==> src/rtl/alu_pipe.sv <==
// Two-stage pipelined ALU with valid/ready handshakes on both sides and an
// architectural NZVC flag register written when a setflags beat retires.
module alu_pipe #(
  parameter int unsigned WIDTH = 64,
  localparam int unsigned SHW = $clog2(WIDTH)
) (
  input  logic             clk,
  input  logic             reset,
  input  logic             in_valid,
  output logic             in_ready,
  input  logic [WIDTH-1:0] A,
  input  logic [WIDTH-1:0] B,
  input  logic [2:0]       cntrl,
  input  logic             setflags,
  output logic             out_valid,
  input  logic             out_ready,
  output logic [WIDTH-1:0] result,
  output logic             negative,
  output logic             zero,
  output logic             overflow,
  output logic             carry_out,
  output logic [3:0]       flags_q
);

  // Stage 1 operand registers
  logic             s1_valid;
  logic [WIDTH-1:0] a_q, b_q;
  logic [2:0]       op_q;
  logic             sf_q;

  // Stage 2 output registers
  logic             s2_sf;

  logic s2_load, accept, retire;

  assign s2_load  = s1_valid && (!out_valid || out_ready);
  assign in_ready = !reset && (!s1_valid || s2_load);
  assign accept   = in_valid && in_ready;
  assign retire   = out_valid && out_ready;

  // Datapath
  logic [WIDTH-1:0] b_add, add_s, res_d;
  logic             add_c, cin, arith, v_d, c_d;

  always_comb begin
    cin   = (op_q == 3'b011);
    b_add = cin ? ~b_q : b_q;
    {add_c, add_s} = {1'b0, a_q} + {1'b0, b_add} + {{WIDTH{1'b0}}, cin};
    arith = (op_q == 3'b010) || (op_q == 3'b011);
    res_d = '0;
    unique case (op_q)
      3'b000: res_d = b_q;
      3'b001: res_d = a_q << b_q[SHW-1:0];
      3'b010: res_d = add_s;
      3'b011: res_d = add_s;
      3'b100: res_d = a_q & b_q;
      3'b101: res_d = a_q | b_q;
      3'b110: res_d = a_q ^ b_q;
      3'b111: res_d = a_q >> b_q[SHW-1:0];
      default: res_d = '0;
    endcase
    // Signed overflow: operands agree in sign but the sum does not.
    v_d = arith && (a_q[WIDTH-1] == b_add[WIDTH-1]) && (add_s[WIDTH-1] != a_q[WIDTH-1]);
    c_d = arith && add_c;
  end

  always_ff @(posedge clk or posedge reset) begin
    if (reset) begin
      s1_valid <= 1'b0;
      a_q      <= '0;
      b_q      <= '0;
      op_q     <= '0;
      sf_q     <= 1'b0;
    end else if (accept) begin
      s1_valid <= 1'b1;
      a_q      <= A;
      b_q      <= B;
      op_q     <= cntrl;
      sf_q     <= setflags;
    end else if (s2_load) begin
      s1_valid <= 1'b0;
    end
  end

  always_ff @(posedge clk or posedge reset) begin
    if (reset) begin
      out_valid <= 1'b0;
      result    <= '0;
      negative  <= 1'b0;
      zero      <= 1'b0;
      overflow  <= 1'b0;
      carry_out <= 1'b0;
      s2_sf     <= 1'b0;
    end else if (s2_load) begin
      out_valid <= 1'b1;
      result    <= res_d;
      negative  <= res_d[WIDTH-1];
      zero      <= (res_d == '0);
      overflow  <= v_d;
      carry_out <= c_d;
      s2_sf     <= sf_q;
    end else if (out_ready) begin
      out_valid <= 1'b0;
    end
  end

  always_ff @(posedge clk or posedge reset) begin
    if (reset) begin
      flags_q <= 4'b0000;
    end else if (retire && s2_sf) begin
      flags_q <= {negative, zero, overflow, carry_out};
    end
  end

endmodule

==> config.mk <==
export PLATFORM = sky130hd
export DESIGN_NAME = alu_pipe
export DESIGN_NICKNAME = d
export VERILOG_FILES = /design/src/rtl/alu_pipe.sv
export SDC_FILE = /design/constraint.sdc
export NUM_CORES = 1
export LEC_CHECK = 0
export ABC_AREA = 1
export CAP_MARGIN = 20
export CORE_AREA = 2 2 325 327
export CTS_BUF_LIST = sky130_fd_sc_hd__clkbuf_2
export CTS_CLUSTER_SIZE = 16
export DETAILED_ROUTE_END_ITERATION = 8
export DIE_AREA = 0 0 327 329
export SETUP_SLACK_MARGIN = 0.02
export SLEW_MARGIN = 15
export SYNTH_ARGS = -nofsm -noshare
export SYNTH_HDL_FRONTEND = slang
export SYNTH_SLANG_ARGS = --single-unit
==> constraint.sdc <==
create_clock -name clk -period 14.32 [get_ports clk]
set_input_delay 4.296 -clock clk [delete_from_list [all_inputs] [get_ports clk]]
set_output_delay 4.296 -clock clk [all_outputs]
set_load 0.01 [all_outputs]
==> flow_summary.toml, run 1 <==
[timing]
fmax_mhz = 96.9
rsz0062_at_grt = "false"
setup_tns_ps = 0
worstMarginPinSlew_ps = 1280
min_period_ps = 10320
finalSetupViolCount = 0
drv_slew = 0
fin_crit_sh_pct = 72.1
fin_worst_skew_ps = 115
hold_viol = 0
max-slew-margin-rel_pct = 14.1

[layout]
multi_input_area_um2 = 18000
final-seq-area_um2 = 5170
area_growth_pct = 14.2
drive_gt1_share_pct = 4.39
layout.cells.non_filler = 5878
final_area_um2 = 29500
layout.nets = 4798
fill_cells = 11900
final_util_pct = 28.2

[drt]
wire_per_inst_um = 23.4
first_pass_iters = 8
detail_route.vias_per_cell = 5.33
vias = 31300
drtAntennaViolNets = 0
finalWirelength_um = 137000
drt_iter0_markers = 3983
drc = 0

[critical_path]
cp-start-kind = "input port"
path_max_fanout = 83
setup.worst_path.class = "input port to output port"
reg2reg_depth = 22
end_kind = "output port"
arrival_ps = 6030
cp.required_ps = 10020
regToRegSetupSlack_ps = 8400
r2r_start = "op_q[2]$_DFFE_PP0P_"
crit_path_start = "reset"
rr_endpoint = "zero$_DFFE_PP0P_"
critPathCapture = "in_ready"

[worst_hold_path]
hp-class = "register to register"

[logic_synthesis]
async_flop_share_pct = 100
yosysSeqAreaShare_pct = 20.0
ys_warn_count = 0
ys_seq_elements = 206
ys.flop_type = "dfrtp_1"
synth_area_per_cell_um2 = 5.89
synth_cells = 4382
synth_edf_count = 0
synth_nets = 4722
ys_types = 55
synth.cell_area_um2 = 25800

[die]
io_pins = 210
dieWidth_um = 327
dieArea_um2 = 108000
die_h_um = 329
initial_core_util_pct = 24.7
num_rows = 119
core_area_um2 = 104000

[status]
outcome = "completed"

[clocking]
cts_tree = "done"
hold_buffers = 0
cts_made_buffers = 55
postCtsSetupBuffers = 0
clockBufferDepth = 3
cts_resized = 0
path_clk_slew_ps = 100
clock_sinks = 206
clockRootBuffer = "clkbuf_2"
clk_latency_ps = 1080
cts.htree.levels = 2

[grt]
grt_max_degree = 131
grt_pass1_vias = 29000
track_usage_pct = 24.6
antenna_found_initial = 7
grt_pass1_wl_um = 196000
grt.overflow.total = 0

[flow_run]
cap_violations = 0

[placed_design]
io_buffers = 209
dp.cells = 5792
gp_congestion = 1.03
hpwlAfterDp_um = 109000
dpl_cell_area_um2 = 29000

[power_and_ir_drop]
p_leak_nw = 14.4
power.density_nw_per_um2 = 147
ir_worst_vdd_uv = 90.0
power.total_w = 0.00435
metrics by stage:
| stage | worst slack (ps) | hold slack, ps |
|---|---|---|
| floorplan | 1090 | 436 |
| global placement | 3940 | 456 |
| detailed placement | 3930 | 457 |
| CTS | 3950 | 483 |
| global route | 3840 | 491 |
| finish | 4000 | 473 |
worst min-delay path by stage:
stage	slack, ps	start	endpoint	cells after the start
after floorplan	440	sf_q$_DFFE_PP0P_	s2_sf$_DFFE_PP0P_	2
after global placement	460	sf_q$_DFFE_PP0P_	s2_sf$_DFFE_PP0P_	2
after detailed placement	460	sf_q$_DFFE_PP0P_	s2_sf$_DFFE_PP0P_	2
after CTS	480	sf_q$_DFFE_PP0P_	s2_sf$_DFFE_PP0P_	2
after global routing	490	sf_q$_DFFE_PP0P_	s2_sf$_DFFE_PP0P_	2
final	470	sf_q$_DFFE_PP0P_	s2_sf$_DFFE_PP0P_	2
cell usage in the layout (no fill, tap or decap), types with 17 or more instances in the layout:
cell and count:
nor3_1 18, a211oi_1 26, o211ai_1 17, o21ai_0 190, inv_1 449, nand3b_1 17, xor2_1 64, nor2_1 398
dfrtp_1 201, nand2_2 17, o21ai_1 30, ha_1 203, nand3_1 837, nand2_1 1226, clkbuf_2 69, clkdlybuf4s50_1 209
nand4_1 39, a21oi_1 257, buf_4 38, nand2_4 21
cell usage after synthesis (2+ instances only):
cell type  instances  area (um^2)
a211oi_1          26          195
a21o_1             6         45.0
a21oi_1          257         1290
a221oi_1           9         78.8
a31oi_1            7         43.8
and2_1            14         87.6
and3_1             3         18.8
buf_1             53          199
buf_12             2         40.0
buf_2             68          340
buf_4              5         37.5
buf_6              3         33.8
clkbuf_1          96          360
dfrtp_1          206         5150
ha_1             203         2540
inv_1            451         1690
inv_2             11         41.3
mux2_2             3         33.8
nand2_1         1228         4610
nand2_2           17          106
nand2_4           20          225
nand3_1          838         4190
nand3_2           10          100
nand3b_1          17          128
nand4_1           39          244
nor2_1           400         1500
nor2_2             2         12.5
nor3_1            18         90.1
nor4_1             3         18.8
o2111a_1           2         22.5
o2111ai_1         14          123
o211a_1            5         50.1
o211ai_1          17          128
o211ai_2           2         25.0
o21a_1            11         82.6
o21ai_0          190          951
o21ai_1           30          150
o21bai_1          11         82.6
o22ai_1            2         12.5
or2_2              5         31.3
xor2_1            64          561
power breakdown:
group | switching (W) | internal (W)
clock | 0.000269 | 0.000168
sequential | 0.000217 | 0.000721
combinational | 0.00206 | 0.000912
total | 0.00254 | 0.00180
per-layer routing:
layer,track usage (%),share of wire (%),vias up
met3,4.02,8.9,295
met2,38.4,44,1586
li1,-,-,14600
met1,33.0,42,14900
met4,11.5,5.2,10
met5,0,0.047,-
state kept, by name, summed over array words and instances, names as in the netlist:
| name | flops |
|---|---|
| a_q | 64 |
| b_q | 64 |
| result | 64 |
| flags_q | 4 |
| op_q | 3 |
| carry_out | 1 |
| out_valid | 1 |
| overflow | 1 |
| s1_valid | 1 |
| s2_sf | 1 |
| sf_q | 1 |
| zero | 1 |
cells by family after synthesis:
group | Yosys count | share of synthesized area, %
AO/OA/AOI/OAI | 598 | 13.0
XOR/XNOR | 64 | 2.17
adder cells (fa/ha/maj) | 204 | 9.92
buffers and inverters | 691 | 10.7
flip-flops | 206 | 20.0
multiplexers | 3 | 0.131
AND/OR/NAND/NOR | 2616 | 44.1
final cells by class:
class | instances | share of cell area, %
Multi-Input combinational cell | 3485 | 60.9
Sequential cell | 206 | 17.5
Timing Repair Buffer | 247 | 8.07
Inverter | 463 | 5.96
Tap cell | 1391 | 5.91
Clock buffer | 69 | 1.17
Clock inverter | 15 | 0.420
Antenna cell | 2 | 0.0170
worst max-delay path, stage by stage:
cell and delay [ps]:
clkdlybuf4s50_1 490, inv_8 430, nand2_1 120, inv_1 130
clkdlybuf4s50_1 550
Power figures use the tool's default switching activity.
==> inputs of run 2 (changes only) <==
Clock period 14.32 ns to 10.27 ns, I/O delays scaled along.
==> flow_summary.toml, run 2 (same netlist as run 1, synthesis figures left out) <==
[grt]
antenna_found_initial = 7
grt_pass1_vias = 29100
grt_pass1_wl_um = 199000
grt_max_degree = 131
grt.overflow.total = 0
track_usage_pct = 25.1

[clocking]
cts_resized = 0
cts.htree.levels = 2
cts_tree = "done"
clk_latency_ps = 1050
clockBufferDepth = 3
postCtsSetupBuffers = 0
hold_buffers = 0
path_clk_slew_ps = 110
clock_sinks = 206
clockRootBuffer = "clkbuf_2"
cts_made_buffers = 54

[drt]
first_pass_iters = 6
detail_route.vias_per_cell = 5.31
drt_iter0_markers = 3897
drc = 0
drtAntennaViolNets = 0
finalWirelength_um = 139000
wire_per_inst_um = 23.6
vias = 31300

[flow_run]
cap_violations = 0

[die]
initial_core_util_pct = 24.7
dieWidth_um = 327
io_pins = 210
die_h_um = 329
num_rows = 119
dieArea_um2 = 108000
core_area_um2 = 104000

[critical_path]
setup.worst_path.class = "input port to output port"
critPathCapture = "in_ready"
r2r_start = "op_q[0]$_DFFE_PP0P_"
arrival_ps = 5180
crit_path_start = "reset"
cp_num_cells = 5
path_delay_family = "buffers and inverters"
path_max_fanout = 43
slowest_delay_ps = 730
cpMaxStageDelayCell = "clkinvlp_4"
reg2reg_depth = 20
cp.buffers_inverters = 4
end_kind = "output port"
cp.required_ps = 7190
regToRegSetupSlack_ps = 5170
path_common_cell = "clkdlybuf4s50_1"
rr_endpoint = "zero$_DFFE_PP0P_"
cp-start-kind = "input port"
path_cells = "clkdlybuf4s50_1 -> clkinvlp_4 -> nand2_1 -> inv_1 -> clkdlybuf4s50_1"

[timing]
hold_ws_ps = 497
fmax_mhz = 121
fin_worst_skew_ps = 96.4
setup_tns_ps = 0
max-slew-margin-rel_pct = 17.5
worstMarginPinSlew_ps = 1230
fin_crit_sh_pct = 80.4
rsz0062_at_grt = "false"
hold_viol = 0
finalSetupViolCount = 0
drv_slew = 0
min_period_ps = 8260

[layout]
area_growth_pct = 14.3
final_common_cell = "nand2_1"
fill_cells = 11900
final_cell_mix = "nand2_1 (1226), nand3_1 (837), inv_1 (449), nor2_1 (398), a21oi_1 (257)"
reg_top3 = "a_q: 64 flops, b_q: 64 flops, result: 64 flops"
layout.nets = 4801
drive_gt1_share_pct = 4.64

[status]
outcome = "completed"

[power_and_ir_drop]
power.density_nw_per_um2 = 205
ir_worst_vdd_uv = 118
p_leak_nw = 14.5

[placed_design]
io_buffers = 209
hpwlAfterDp_um = 112000
gp_congestion = 1.03

[worst_hold_path]
hp-class = "register to register"
hold_depth = 2
[run 2: per-stage QoR]
| step | cell area [um^2] | power, W | std cells | setup WS, ps | utilization (%) |
|---|---|---|---|---|---|
| floorplan | 25800 | 0.00362 | 4382 | 842 | - |
| global placement | 29000 | 0.00533 | 5796 | 1870 | 27.8 |
| detailed placement | 29000 | 0.00533 | 5796 | 1940 | 27.8 |
| CTS | 29500 | 0.00596 | 5895 | 1930 | 28.3 |
| global route | 29500 | 0.00648 | 5896 | 1790 | 28.3 |
| finish | 29500 | 0.00606 | 5896 | 2010 | 28.3 |
[run 2: worst min path at each step]
stage                           start                      to
6_report       result[41]$_DFFE_PP0P_  result[41]$_DFFE_PP0P_
5_1_grt        result[13]$_DFFE_PP0P_  result[13]$_DFFE_PP0P_
4_1_cts              sf_q$_DFFE_PP0P_       s2_sf$_DFFE_PP0P_
3_5_place_dp   result[41]$_DFFE_PP0P_  result[41]$_DFFE_PP0P_
3_3_place_gp         sf_q$_DFFE_PP0P_       s2_sf$_DFFE_PP0P_
2_1_floorplan        sf_q$_DFFE_PP0P_       s2_sf$_DFFE_PP0P_
[run 2: area by class of cell]
cell class	instances	area (um^2)	area share [%]
Tap cell	1391	1740	5.90
Clock buffer	76	380	1.29
Sequential cell	206	5170	17.5
Timing Repair Buffer	251	2410	8.16
Clock inverter	23	106	0.360
Inverter	463	1750	5.94
Multi-Input combinational cell	3485	18000	60.8
Antenna cell	1	2.50	0.00848
[run 2: layer usage]
metal	up-vias	wire (um)	GRT usage (%)
met3	300	12400	4.84
met5	-	51	0
met2	1533	61100	39.4
li1	14600	-	-
met1	14900	57800	32.8
met4	8	7820	12.6
[run 2: worst reg2reg max path, delay by kind of cell, from the launching register on]
family                   cells  cell delay, ps
buffers and inverters        4             980
adder cells (fa/ha/maj)      1             460
AND/OR/NAND/NOR             13            2410
AO/OA/AOI/OAI                1             380
XOR/XNOR                     1             310
flip-flops                   1             510
[run 2: power breakdown]
part	internal [W]	switching, W	total, W
Clock	0.000206	0.000393	0.000599
Sequential	0.00100	0.000308	0.00131
Combinational	0.00127	0.00287	0.00414
Total	0.00249	0.00357	0.00606
